--- src/rtl/tuner_pkg.sv ---
//------------------------------------------------------------------------------
// tuner_pkg : shared widths and FSM state encoding for the tuner sweep block
// Revision  : 1.0
//------------------------------------------------------------------------------
`default_nettype none

package tuner_pkg;

  localparam int FSZ_DEF        = 31;
  localparam int DSZ_DEF        = 1;
  localparam int CSZ_DEF        = 16;
  localparam int WSZ_DEF        = 24;
  localparam int SETTLE_CYC_DEF = 8;

  typedef enum logic [2:0] {
    S_IDLE   = 3'd0,
    S_SETTLE = 3'd1,
    S_DWELL  = 3'd2,
    S_STEP   = 3'd3,
    S_DONE   = 3'd4
  } state_e;

endpackage

`default_nettype wire

--- src/rtl/sweep_timer.sv ---
//------------------------------------------------------------------------------
// sweep_timer : loadable down-counter with zero flag, shared by SETTLE/DWELL
// Revision    : 1.0
//------------------------------------------------------------------------------
`default_nettype none

module sweep_timer
  import tuner_pkg::*;
#(
  parameter int WIDTH = WSZ_DEF
) (
  input  logic             clk,
  input  logic             reset,
  input  logic             load,
  input  logic [WIDTH-1:0] load_val,
  input  logic             dec,
  output logic             zero
);

  logic [WIDTH-1:0] cnt_q;
  logic [WIDTH-1:0] cnt_d;

  always_comb begin
    cnt_d = cnt_q;
    if (load) begin
      cnt_d = load_val;
    end else if (dec && (cnt_q != '0)) begin
      cnt_d = cnt_q - WIDTH'(1);
    end
  end

  always_ff @(posedge clk) begin
    if (!reset) begin
      cnt_q <= '0;
    end else begin
      cnt_q <= cnt_d;
    end
  end

  assign zero = (cnt_q == '0);

endmodule

`default_nettype wire

--- src/rtl/tuner_sweep_ctrl.sv ---
//------------------------------------------------------------------------------
// tuner_sweep_ctrl : stepped LO frequency sweep with settle/dwell sequencing.
// Optional continuous looping via macro TUNER_SWEEP_LOOP_EN.  Revision : 1.0
//------------------------------------------------------------------------------
`default_nettype none

module tuner_sweep_ctrl
  import tuner_pkg::*;
#(
  parameter int FSZ        = FSZ_DEF,
  parameter int CSZ        = CSZ_DEF,
  parameter int WSZ        = WSZ_DEF,
  parameter int SETTLE_CYC = SETTLE_CYC_DEF
) (
  input  logic           clk,
  input  logic           reset,
  input  logic           start,
  input  logic           abort,
  input  logic [FSZ-1:0] cfg_start_freq,
  input  logic [FSZ-1:0] cfg_step,
  input  logic           cfg_dir,
  input  logic [CSZ-1:0] cfg_count,
  input  logic [WSZ-1:0] cfg_dwell,
`ifdef TUNER_SWEEP_LOOP_EN
  input  logic           cfg_loop,
`endif
  output logic           busy,
  output logic           done,
  output logic [FSZ-1:0] lo_freq,
  output logic           lo_dir,
  output logic           iq_valid,
  output logic [CSZ-1:0] hop_idx,
  output logic           hop_strobe
);

  localparam logic [WSZ-1:0] SETTLE_LOAD = WSZ'(SETTLE_CYC - 1);

  state_e         state_q, state_d;
  logic [FSZ-1:0] start_freq_q, start_freq_d;
  logic [FSZ-1:0] step_q, step_d;
  logic [CSZ-1:0] last_idx_q, last_idx_d;
  logic [WSZ-1:0] dwell_load_q, dwell_load_d;
  logic           loop_q, loop_d;
  logic [FSZ-1:0] lo_freq_q, lo_freq_d;
  logic           lo_dir_q, lo_dir_d;
  logic [CSZ-1:0] hop_idx_q, hop_idx_d;
  logic           busy_q, busy_d;
  logic           done_q, done_d;
  logic           iq_valid_q, iq_valid_d;
  logic           hop_strobe_q, hop_strobe_d;

  logic           tmr_load;
  logic [WSZ-1:0] tmr_load_val;
  logic           tmr_dec;
  logic           tmr_zero;

  sweep_timer #(
    .WIDTH (WSZ)
  ) u_timer (
    .clk      (clk),
    .reset    (reset),
    .load     (tmr_load),
    .load_val (tmr_load_val),
    .dec      (tmr_dec),
    .zero     (tmr_zero)
  );

  always_comb begin
    state_d      = state_q;
    start_freq_d = start_freq_q;
    step_d       = step_q;
    last_idx_d   = last_idx_q;
    dwell_load_d = dwell_load_q;
    loop_d       = loop_q;
    lo_freq_d    = lo_freq_q;
    lo_dir_d     = lo_dir_q;
    hop_idx_d    = hop_idx_q;
    busy_d       = busy_q;
    done_d       = 1'b0;
    iq_valid_d   = 1'b0;
    hop_strobe_d = 1'b0;
    tmr_load     = 1'b0;
    tmr_load_val = SETTLE_LOAD;
    tmr_dec      = 1'b0;

    case (state_q)
      S_IDLE: begin
        busy_d = 1'b0;
        if (start && !abort) begin
          start_freq_d = cfg_start_freq;
          step_d       = cfg_step;
          // Zero count/dwell are treated as one hop / one cycle.
          last_idx_d   = (cfg_count == '0) ? '0 : cfg_count - CSZ'(1);
          dwell_load_d = (cfg_dwell == '0) ? '0 : cfg_dwell - WSZ'(1);
`ifdef TUNER_SWEEP_LOOP_EN
          loop_d       = cfg_loop;
`else
          loop_d       = 1'b0;
`endif
          lo_freq_d    = cfg_start_freq;
          lo_dir_d     = cfg_dir;
          hop_idx_d    = '0;
          hop_strobe_d = 1'b1;
          busy_d       = 1'b1;
          tmr_load     = 1'b1;
          state_d      = S_SETTLE;
        end
      end
      S_SETTLE: begin
        if (tmr_zero) begin
          tmr_load     = 1'b1;
          tmr_load_val = dwell_load_q;
          iq_valid_d   = 1'b1;
          state_d      = S_DWELL;
        end else begin
          tmr_dec = 1'b1;
        end
      end
      S_DWELL: begin
        if (!tmr_zero) begin
          tmr_dec    = 1'b1;
          iq_valid_d = 1'b1;
        end else if (hop_idx_q != last_idx_q) begin
          lo_freq_d    = lo_freq_q + step_q;
          hop_idx_d    = hop_idx_q + CSZ'(1);
          hop_strobe_d = 1'b1;
          state_d      = S_STEP;
        end else if (loop_q) begin
          lo_freq_d    = start_freq_q;
          hop_idx_d    = '0;
          hop_strobe_d = 1'b1;
          tmr_load     = 1'b1;
          state_d      = S_SETTLE;
        end else begin
          done_d  = 1'b1;
          state_d = S_DONE;
        end
      end
      S_STEP: begin
        tmr_load = 1'b1;
        state_d  = S_SETTLE;
      end
      S_DONE: begin
        busy_d  = 1'b0;
        state_d = S_IDLE;
      end
      default: begin
        busy_d  = 1'b0;
        state_d = S_IDLE;
      end
    endcase

    // Abort overrides everything outside IDLE but keeps the tuner where it is.
    if (abort && (state_q != S_IDLE)) begin
      state_d      = S_IDLE;
      lo_freq_d    = lo_freq_q;
      hop_idx_d    = hop_idx_q;
      busy_d       = 1'b0;
      done_d       = 1'b0;
      iq_valid_d   = 1'b0;
      hop_strobe_d = 1'b0;
      tmr_load     = 1'b0;
      tmr_dec      = 1'b0;
    end
  end

  always_ff @(posedge clk) begin
    if (!reset) begin
      state_q      <= S_IDLE;
      start_freq_q <= '0;
      step_q       <= '0;
      last_idx_q   <= '0;
      dwell_load_q <= '0;
      loop_q       <= 1'b0;
      lo_freq_q    <= '0;
      lo_dir_q     <= 1'b0;
      hop_idx_q    <= '0;
      busy_q       <= 1'b0;
      done_q       <= 1'b0;
      iq_valid_q   <= 1'b0;
      hop_strobe_q <= 1'b0;
    end else begin
      state_q      <= state_d;
      start_freq_q <= start_freq_d;
      step_q       <= step_d;
      last_idx_q   <= last_idx_d;
      dwell_load_q <= dwell_load_d;
      loop_q       <= loop_d;
      lo_freq_q    <= lo_freq_d;
      lo_dir_q     <= lo_dir_d;
      hop_idx_q    <= hop_idx_d;
      busy_q       <= busy_d;
      done_q       <= done_d;
      iq_valid_q   <= iq_valid_d;
      hop_strobe_q <= hop_strobe_d;
    end
  end

  assign busy       = busy_q;
  assign done       = done_q;
  assign lo_freq    = lo_freq_q;
  assign lo_dir     = lo_dir_q;
  assign iq_valid   = iq_valid_q;
  assign hop_idx    = hop_idx_q;
  assign hop_strobe = hop_strobe_q;

endmodule

`default_nettype wire

--- config.mk ---
export PLATFORM = sky130hd
export DESIGN_NAME = tuner_sweep_ctrl
export DESIGN_NICKNAME = d
export VERILOG_FILES = /design/src/rtl/tuner_pkg.sv /design/src/rtl/sweep_timer.sv /design/src/rtl/tuner_sweep_ctrl.sv
export SDC_FILE = /design/constraint.sdc
export NUM_CORES = 1
export LEC_CHECK = 0
export ABC_AREA = 1
export BUFFER_PORTS_ARGS = -buffer_cell sky130_fd_sc_hd__buf_2
export CAP_MARGIN = 20
export CORE_ASPECT_RATIO = 0.75
export CORE_UTILIZATION = 47
export CTS_CLUSTER_SIZE = 25
export DETAILED_ROUTE_END_ITERATION = 6
export GPL_ROUTABILITY_DRIVEN = 0
export PLACE_DENSITY_LB_ADDON = 0.05
export SYNTH_ARGS = -nofsm -noshare
export SYNTH_HDL_FRONTEND = slang
export SYNTH_SLANG_ARGS = --single-unit
--- constraint.sdc ---
create_clock -name clk -period 5.2 [get_ports clk]
set_input_delay 0 -clock clk [delete_from_list [all_inputs] [get_ports clk]]
set_output_delay 0 -clock clk [all_outputs]
set_load 0.01 [all_outputs]
==> metrics.md, run 1 <==
| Metric | Value |
|---|---|
| # setup viols final | `0` |
| Period utilization | `0.668` |
| Avg Synthesized Cell Area | `6.12 µm²` |
| Leak | `6.21 nW` |
| Worst-margin pin slew | `around 920 ps` |
| Top_reg_cell synth | `dfxtp_1` |
| Crit-path max FO | `37` |
| Io pins | `159` |
| Global-route wire length before repair | `between 40 and 50 mm` |
| Metal3 WL | `2.01 mm` |
| Highest Signal Layer | `met4` |
| Peak VDD IR | `0.308 mV` |
| Class of the worst hold path | `in2reg` |
| Clk_lat worst skew | `~440 ps` |
| CP cell instances | `inv_2, nand2_1, inv_2, nand2_2, inv_2, a21oi_1, a21oi_2, nand2_2, clkinv_2, o21ai_0, a21oi_1` |
| Slew Viols, Final | `0` |
| Rows | `46` |
| M1 wire length | `16.2 mm` |
| Total track usage | `0.287` |
| H-tree lvl count | `4` |
| Residual DRC count | `0` |
| CP max stage cell | `clkinv_2` |
| Port buffer count | `158` |
| Root buffer cell | `clkbuf_16` |
| Core ar. | `21100 µm²` |
| DIE HEIGHT | `129 µm` |
| Die span in x | `between 150 and 200 µm` |
| Die area | `22100 µm²` |
| Area share of the largest cell type after synthesis | `0.297` |
| Cell Area, Placed | `11000 µm²` |
| HPWL Detailed | `22.2 mm` |
| Post-CTS Setup Inserts | `0` |
| Non-Filler Instances | `2193` |
| Final Hold Slack | `35.9 ps` |
| Count leader, synth | `nand2_1` |
| Area growth syn-to-layout | `25.4%` |
| Synth top cells by count | `nand2_1 (487), nor2_1 (277), inv_1 (165)` |
| Status | `finished clean` |
| CP top delay family | `buffers and inverters` |
| Most used cell, CP | `inv_2` |
| GRT Residual Overflow | `0` |
| NumNets Final | `2037` |
| Antenna diode count | `0` |
| Post-CTS sizing | `0` |
| Initial cell density of the core | `0.478` |
| Vias post-DR | `roughly 11000` |
| Pin count of the biggest net entering global routing | `69` |
| Initial antenna violation count | `0` |
| #FFs+latches synth | `150` |
| Library cells used by synthesis | `44` |
| Initial DRC Count | `approximately 980` |
| DRT Wirelength | `between 30 and 40 mm` |
| RSZ-0062 raised after global routing | `false` |
| Crit path DAT | `3800 ps` |
| Vias/cell | `5.04` |
| Sequential element share of the synthesized area | `0.297` |
| Synthesis Warnings | `0` |
| DRT antenna net count | `0` |
| Synth area leaders | `dfxtp_1 (30%), nand2_1 (18%), nor2_1 (10%)` |
| Clock slew at reported path FFs | `60 ps` |
| Number of synthesized flops with an enable pin | `0` |
| Mapped Cells | `1652` |
| Max-cap viol count | `0` |
| Bufs and invs on worst path | `4` |
| Final Hold Viols | `0` |
| TritonRoute pass-1 iters | `5` |
| CTS buffer count | `17` |
| Fraction of layout cells with a size suffix above 1 | `0.122` |
| Crit. End Element | `register` |
| Async set-reset flop share out of synthesis | `0` |
| Critical Path RT | `5530 ps` |
| Worst Skew | `16.9 ps` |
| Cell area after layout | `12700 µm²` |
| Fin crit period | `3470 ps` |
| Clk sinks | `150` |
| Cell Area, Synth | `around 10000 µm²` |
| DR WL met2 | `12.9 mm` |
| Max stage delay on crit path | `550 ps` |
| Area leader, netlist | `dfxtp_1` |
| Cts hold-fix bufs | `109` |
| Worst setup SP type | `register` |
| Max_slew headroom | `0.390` |
| Setup TNS | `0 ps` |
| Fmax | `0.288 GHz` |
| Mapped Nets | `approximately 1800` |
| Pwr/cell area | `between 300 and 400 nW/µm²` |
| Vias in the first global route | `a little under 10000` |
| CTS tree | `done` |
| Clock Path Buffers | `2` |
| Avg WL per Cell | `14.4 µm` |
| CP Class | `reg2reg` |
| Post-placement cell count | `2052` |
## routing by layer
| metal | track usage | vias to the layer above |
|---|---|---|
| li1 | - | 5701 |
| met1 | 0.437 | 4979 |
| met2 | 0.408 | 352 |
| met3 | 0.0514 | 31 |
| met4 | 0.0751 | 0 |
| met5 | 0 | - |
## flip-flops by register name (all words and copies together) (netlist names)
register / count
hop_idx: 16
busy: 1
lo_freq: 31
u_timer.cnt_q: 24
hop_strobe: 1
done: 1
lo_dir: 1
dwell_load_q: 24
iq_valid: 1
step_q: 31
last_idx_q: 16
state_q: 3
## layout make-up
| cell class | count | area, µm² |
|---|---|---|
| Fill cell | 2113 | 8450 |
| Sequential cell | 150 | 3000 |
| Timing Repair Buffer | 274 | 1930 |
| Inverter | 177 | 666 |
| Clock inverter | 12 | 106 |
| Multi-Input combinational cell | 1272 | 6150 |
| Tap cell | 288 | 360 |
| Clock buffer | 20 | 447 |
## per-stage QoR
stage	power (mW)	util	setup WS, ps
final	4.77	0.600	1730
after global routing	5.14	0.600	1320
after global placement	3.48	0.522	1860
after floorplan	3.04	-	3270
after detailed placement	3.51	0.522	1750
after CTS	4.77	0.600	1740
## worst min-delay path, stage by stage
cell,delay [ps]
buf_2,90
nand2_1,80
o21ai_0,70
o21ai_0,80
a21oi_1,110
## cells in the final DEF, fill, tap and decap left out, types with 3 or more instances in the layout
cell type	instances
dfxtp_1	150
nand2_1	487
nand3_1	116
o21ai_0	86
nand3b_1	10
o21bai_1	3
o21ai_1	11
nor2_2	8
clkbuf_16	17
nor2_1	276
dlygate4sd3_1	109
or2_2	3
ha_1	37
buf_4	7
buf_2	158
xor2_1	50
clkinvlp_4	4
inv_1	165
xnor2_1	25
nor3_1	17
nand2_2	6
o22ai_1	4
inv_2	10
clkinv_4	3
a21oi_1	91
a21o_1	5
nor4_1	3
nand4_1	13
clkinv_2	5
## where the power goes
part,internal (mW),leakage (nW),switching [mW]
Sequential,1.36,1.23,0.170
Combinational,0.737,4.72,1.32
Clock,0.668,0.262,0.517
## worst paths after layout
kind                                        start               end  slack (ps)  cells after the start
worst max-delay path                   state_q[1]       lo_freq[10]        1730                     11
worst min-delay path            cfg_start_freq[1]        lo_freq[1]          40                      5
worst max register to register         state_q[1]       lo_freq[10]        1730                     11
worst min register to register   dwell_load_q[23]  dwell_load_q[23]         450                      2
## cells by family after synthesis
family | Yosys count | share of synthesized area
buffers and inverters | 230 | 0.0938
AO/OA/AOI/OAI | 206 | 0.106
AND/OR/NAND/NOR | 952 | 0.389
flip-flops | 150 | 0.297
adder cells (fa/ha/maj) | 38 | 0.0478
multiplexers | 1 | 0.000991
XOR/XNOR | 75 | 0.0650
Power figures use the tool's default switching activity.
==> run 2: changes to the inputs <==
- clock period: 5.2 -> 3.5 ns (I/O delays scaled with it)
==> metrics.md, run 2 (synthesis gave the netlist of run 1 again) <==
| Metric | Value |
|---|---|
| Fin crit period | `2550 ps (-919 ps)` |
| CP Class | `reg2reg` |
| Max_slew headroom | `0.525 (+0.135)` |
| Core ar. | `21100 µm² (unchanged)` |
| TritonRoute pass-1 iters | `5 (unchanged)` |
| H-tree lvl count | `4 (unchanged)` |
| Final core utilization | `0.602 (+0.00184)` |
| R2r worst-path depth | `10 (-1)` |
| CP top delay family | `simple AND/OR/NAND/NOR gates` |
| Most common cell after layout, fill and taps aside | `nand2_1` |
| R2r setup slk | `950 ps (-780 ps)` |
| Reg2reg end | `dwell_load_q[21]` |
| Initial cell density of the core | `0.478 (unchanged)` |
| Global-route wire length before repair | `50.6 mm (+1.8%)` |
| Initial DRC Count | `839 (-15%)` |
| Crit. End Element | `register` |
| Status | `finished clean` |
| NumNets Final | `2036 (-0.049%)` |
| Clk sinks | `150 (unchanged)` |
| CP max stage cell | `nand2_1` |
| Max-cap viol count | `0 (unchanged)` |
| Vias in the first global route | `10100 (+3.8%)` |
| Io pins | `159 (unchanged)` |
| Leak | `6.25 nW (+0.53%)` |
| Worst-margin pin slew | `712 ps (-203 ps)` |
| Pin count of the biggest net entering global routing | `68 (-1.4%)` |
| Root buffer cell | `clkbuf_16` |
| Net Sw Frac | `0.405 (-0.0154)` |
| CTS tree | `done` |
| Hold Crit Start | `cfg_start_freq[25]` |
| Clk pwr share | `0.268 (+0.019)` |
| Hold endpoint | `lo_freq[25]` |
| Vias post-DR | `11100 (+0.036%)` |
| Clk_lat worst skew | `440 ps (about the same)` |
| Post-CTS Setup Inserts | `0 (unchanged)` |
| # setup viols final | `0 (unchanged)` |
| Pwr/cell area | `574 nW/µm² (+53%)` |
| Seq pwr share | `0.311 (-0.010)` |
| Avg WL per Cell | `14.5 µm (+0.58%)` |
| Slew Viols, Final | `0 (unchanged)` |
| Peak VDD IR | `0.334 mV (+8.6%)` |
| CP cell instances | `nor2_1, nand2_1, inv_2, nand2_2, buf_4, nor2_1, nand2_1, a21oi_1, o21ai_0, nand2_1` |
| Bufs and invs on worst path | `2 (-2)` |
| Setup TNS | `0 ps (unchanged)` |
| Total track usage | `0.291 (+0.00389)` |
| Max stage delay on crit path | `520 ps (-30 ps)` |
| Vias/cell | `5.05 (+0.17%)` |
| GRT Residual Overflow | `0 (unchanged)` |
| Worst r2r src | `state_q[2]` |
| Class of the worst hold path | `in2reg` |
| Worst setup SP type | `register` |
| CTS buffer count | `17 (unchanged)` |
| Levels on crit path | `10 (-1)` |
| Most frequent cells in the layout | `nand2_1 (487), nor2_1 (276), inv_1 (165)` |
| Min-Delay Path Depth | `5 (unchanged)` |
| Clock Path Buffers | `2 (unchanged)` |
| Sw power | `2.95 mW (+47%)` |
| HPWL Detailed | `22.5 mm (+1.0%)` |
| Critical Path RT | `3870 ps (-1660 ps)` |
| Die span in x | `171 µm (unchanged)` |
| Die area | `22100 µm² (unchanged)` |
| Rows | `46 (unchanged)` |
| Crit-path max FO | `36 (-2.7%)` |
| DRT antenna net count | `0 (unchanged)` |
| Worst Skew | `12.5 ps (-4.39 ps)` |
| Initial antenna violation count | `0 (unchanged)` |
| Port buffer count | `158 (unchanged)` |
| Clock slew at reported path FFs | `60 ps (about the same)` |
| Area growth syn-to-layout | `25.8%` |
| Crit path DAT | `2920 ps (-880 ps)` |
| Period utilization | `0.730 (+0.0618)` |
| Fmax | `0.392 GHz (+36%)` |
| Fraction of layout cells with a size suffix above 1 | `0.124 (+0.00124)` |
| RSZ-0062 raised after global routing | `false` |
| Internal power component | `4.34 mW (+57%)` |
| Gate power share | `0.421 (-0.010)` |
| Residual DRC count | `0 (unchanged)` |
| DIE HEIGHT | `129 µm (unchanged)` |
| Antenna diode count | `0 (unchanged)` |
| Most used cell, CP | `nand2_1` |
| Final Hold Viols | `0 (unchanged)` |
| DRT Wirelength | `31.7 mm (+0.44%)` |
## run 2: power groups by stage
stage,clock network [mW],registers (mW),logic [mW]
after floorplan,0,2.28,2.23
after global placement,0,2.30,2.91
after detailed placement,0,2.30,2.93
after CTS,1.99,2.27,3.04
after global routing,2.05,2.31,3.48
final,1.95,2.27,3.07
## run 2: cell type report
cell class                      count  area [µm²]
Inverter                          177         666
Tap cell                          288         360
Fill cell                        2105        8410
Timing Repair Buffer              273        1910
Clock buffer                       21         460
Clock inverter                      9         151
Sequential cell                   150        3000
Multi-Input combinational cell   1272        6150
## run 2: per-layer routing
metal,track usage,wire (µm),up-vias
li1,-,-,5707
met1,0.428,16000,4974
met2,0.430,13000,357
met3,0.0603,2260,29
met4,0.0693,397,0
met5,0,0,-
## run 2: tightest hold or removal path, stage by stage
cell     delay (ps)
buf_2            70
nor2_1           50
nor2_1          100
nand2_1          90
a21oi_1         120
## run 2: timing repair
action,CTS,global route
resized for setup,0,0
hold endpoints to repair,101,0
hold buffers,104,0
## run 2: worst max path at each step
stage	slack (ps)	end	start
finish	950	dwell_load_q[21]	state_q[2]
global route	670	dwell_load_q[21]	state_q[2]
CTS	980	hop_idx[5]	u_timer.cnt_q[0]
detailed placement	1020	lo_freq[9]	hop_idx[14]
global placement	1010	dwell_load_q[21]	state_q[2]
floorplan	1570	lo_freq[16]	lo_freq[0]
## run 2: per-stage QoR
| step | hold WS, ps | setup slack (ps) | power (mW) | std cells | instance area, µm² |
|---|---|---|---|---|---|
| final | 44.6 | 946 | 7.30 | 2190 | 12700 |
| after global routing | 58.4 | 666 | 7.84 | 2190 | 12700 |
| after detailed placement | 221 | 1020 | 5.23 | 2056 | 11100 |
| after floorplan | 115 | 1570 | 4.51 | 1652 | 10100 |
| after global placement | 214 | 1010 | 5.20 | 2056 | 11100 |
| after CTS | 29.0 | 983 | 7.30 | 2190 | 12700 |
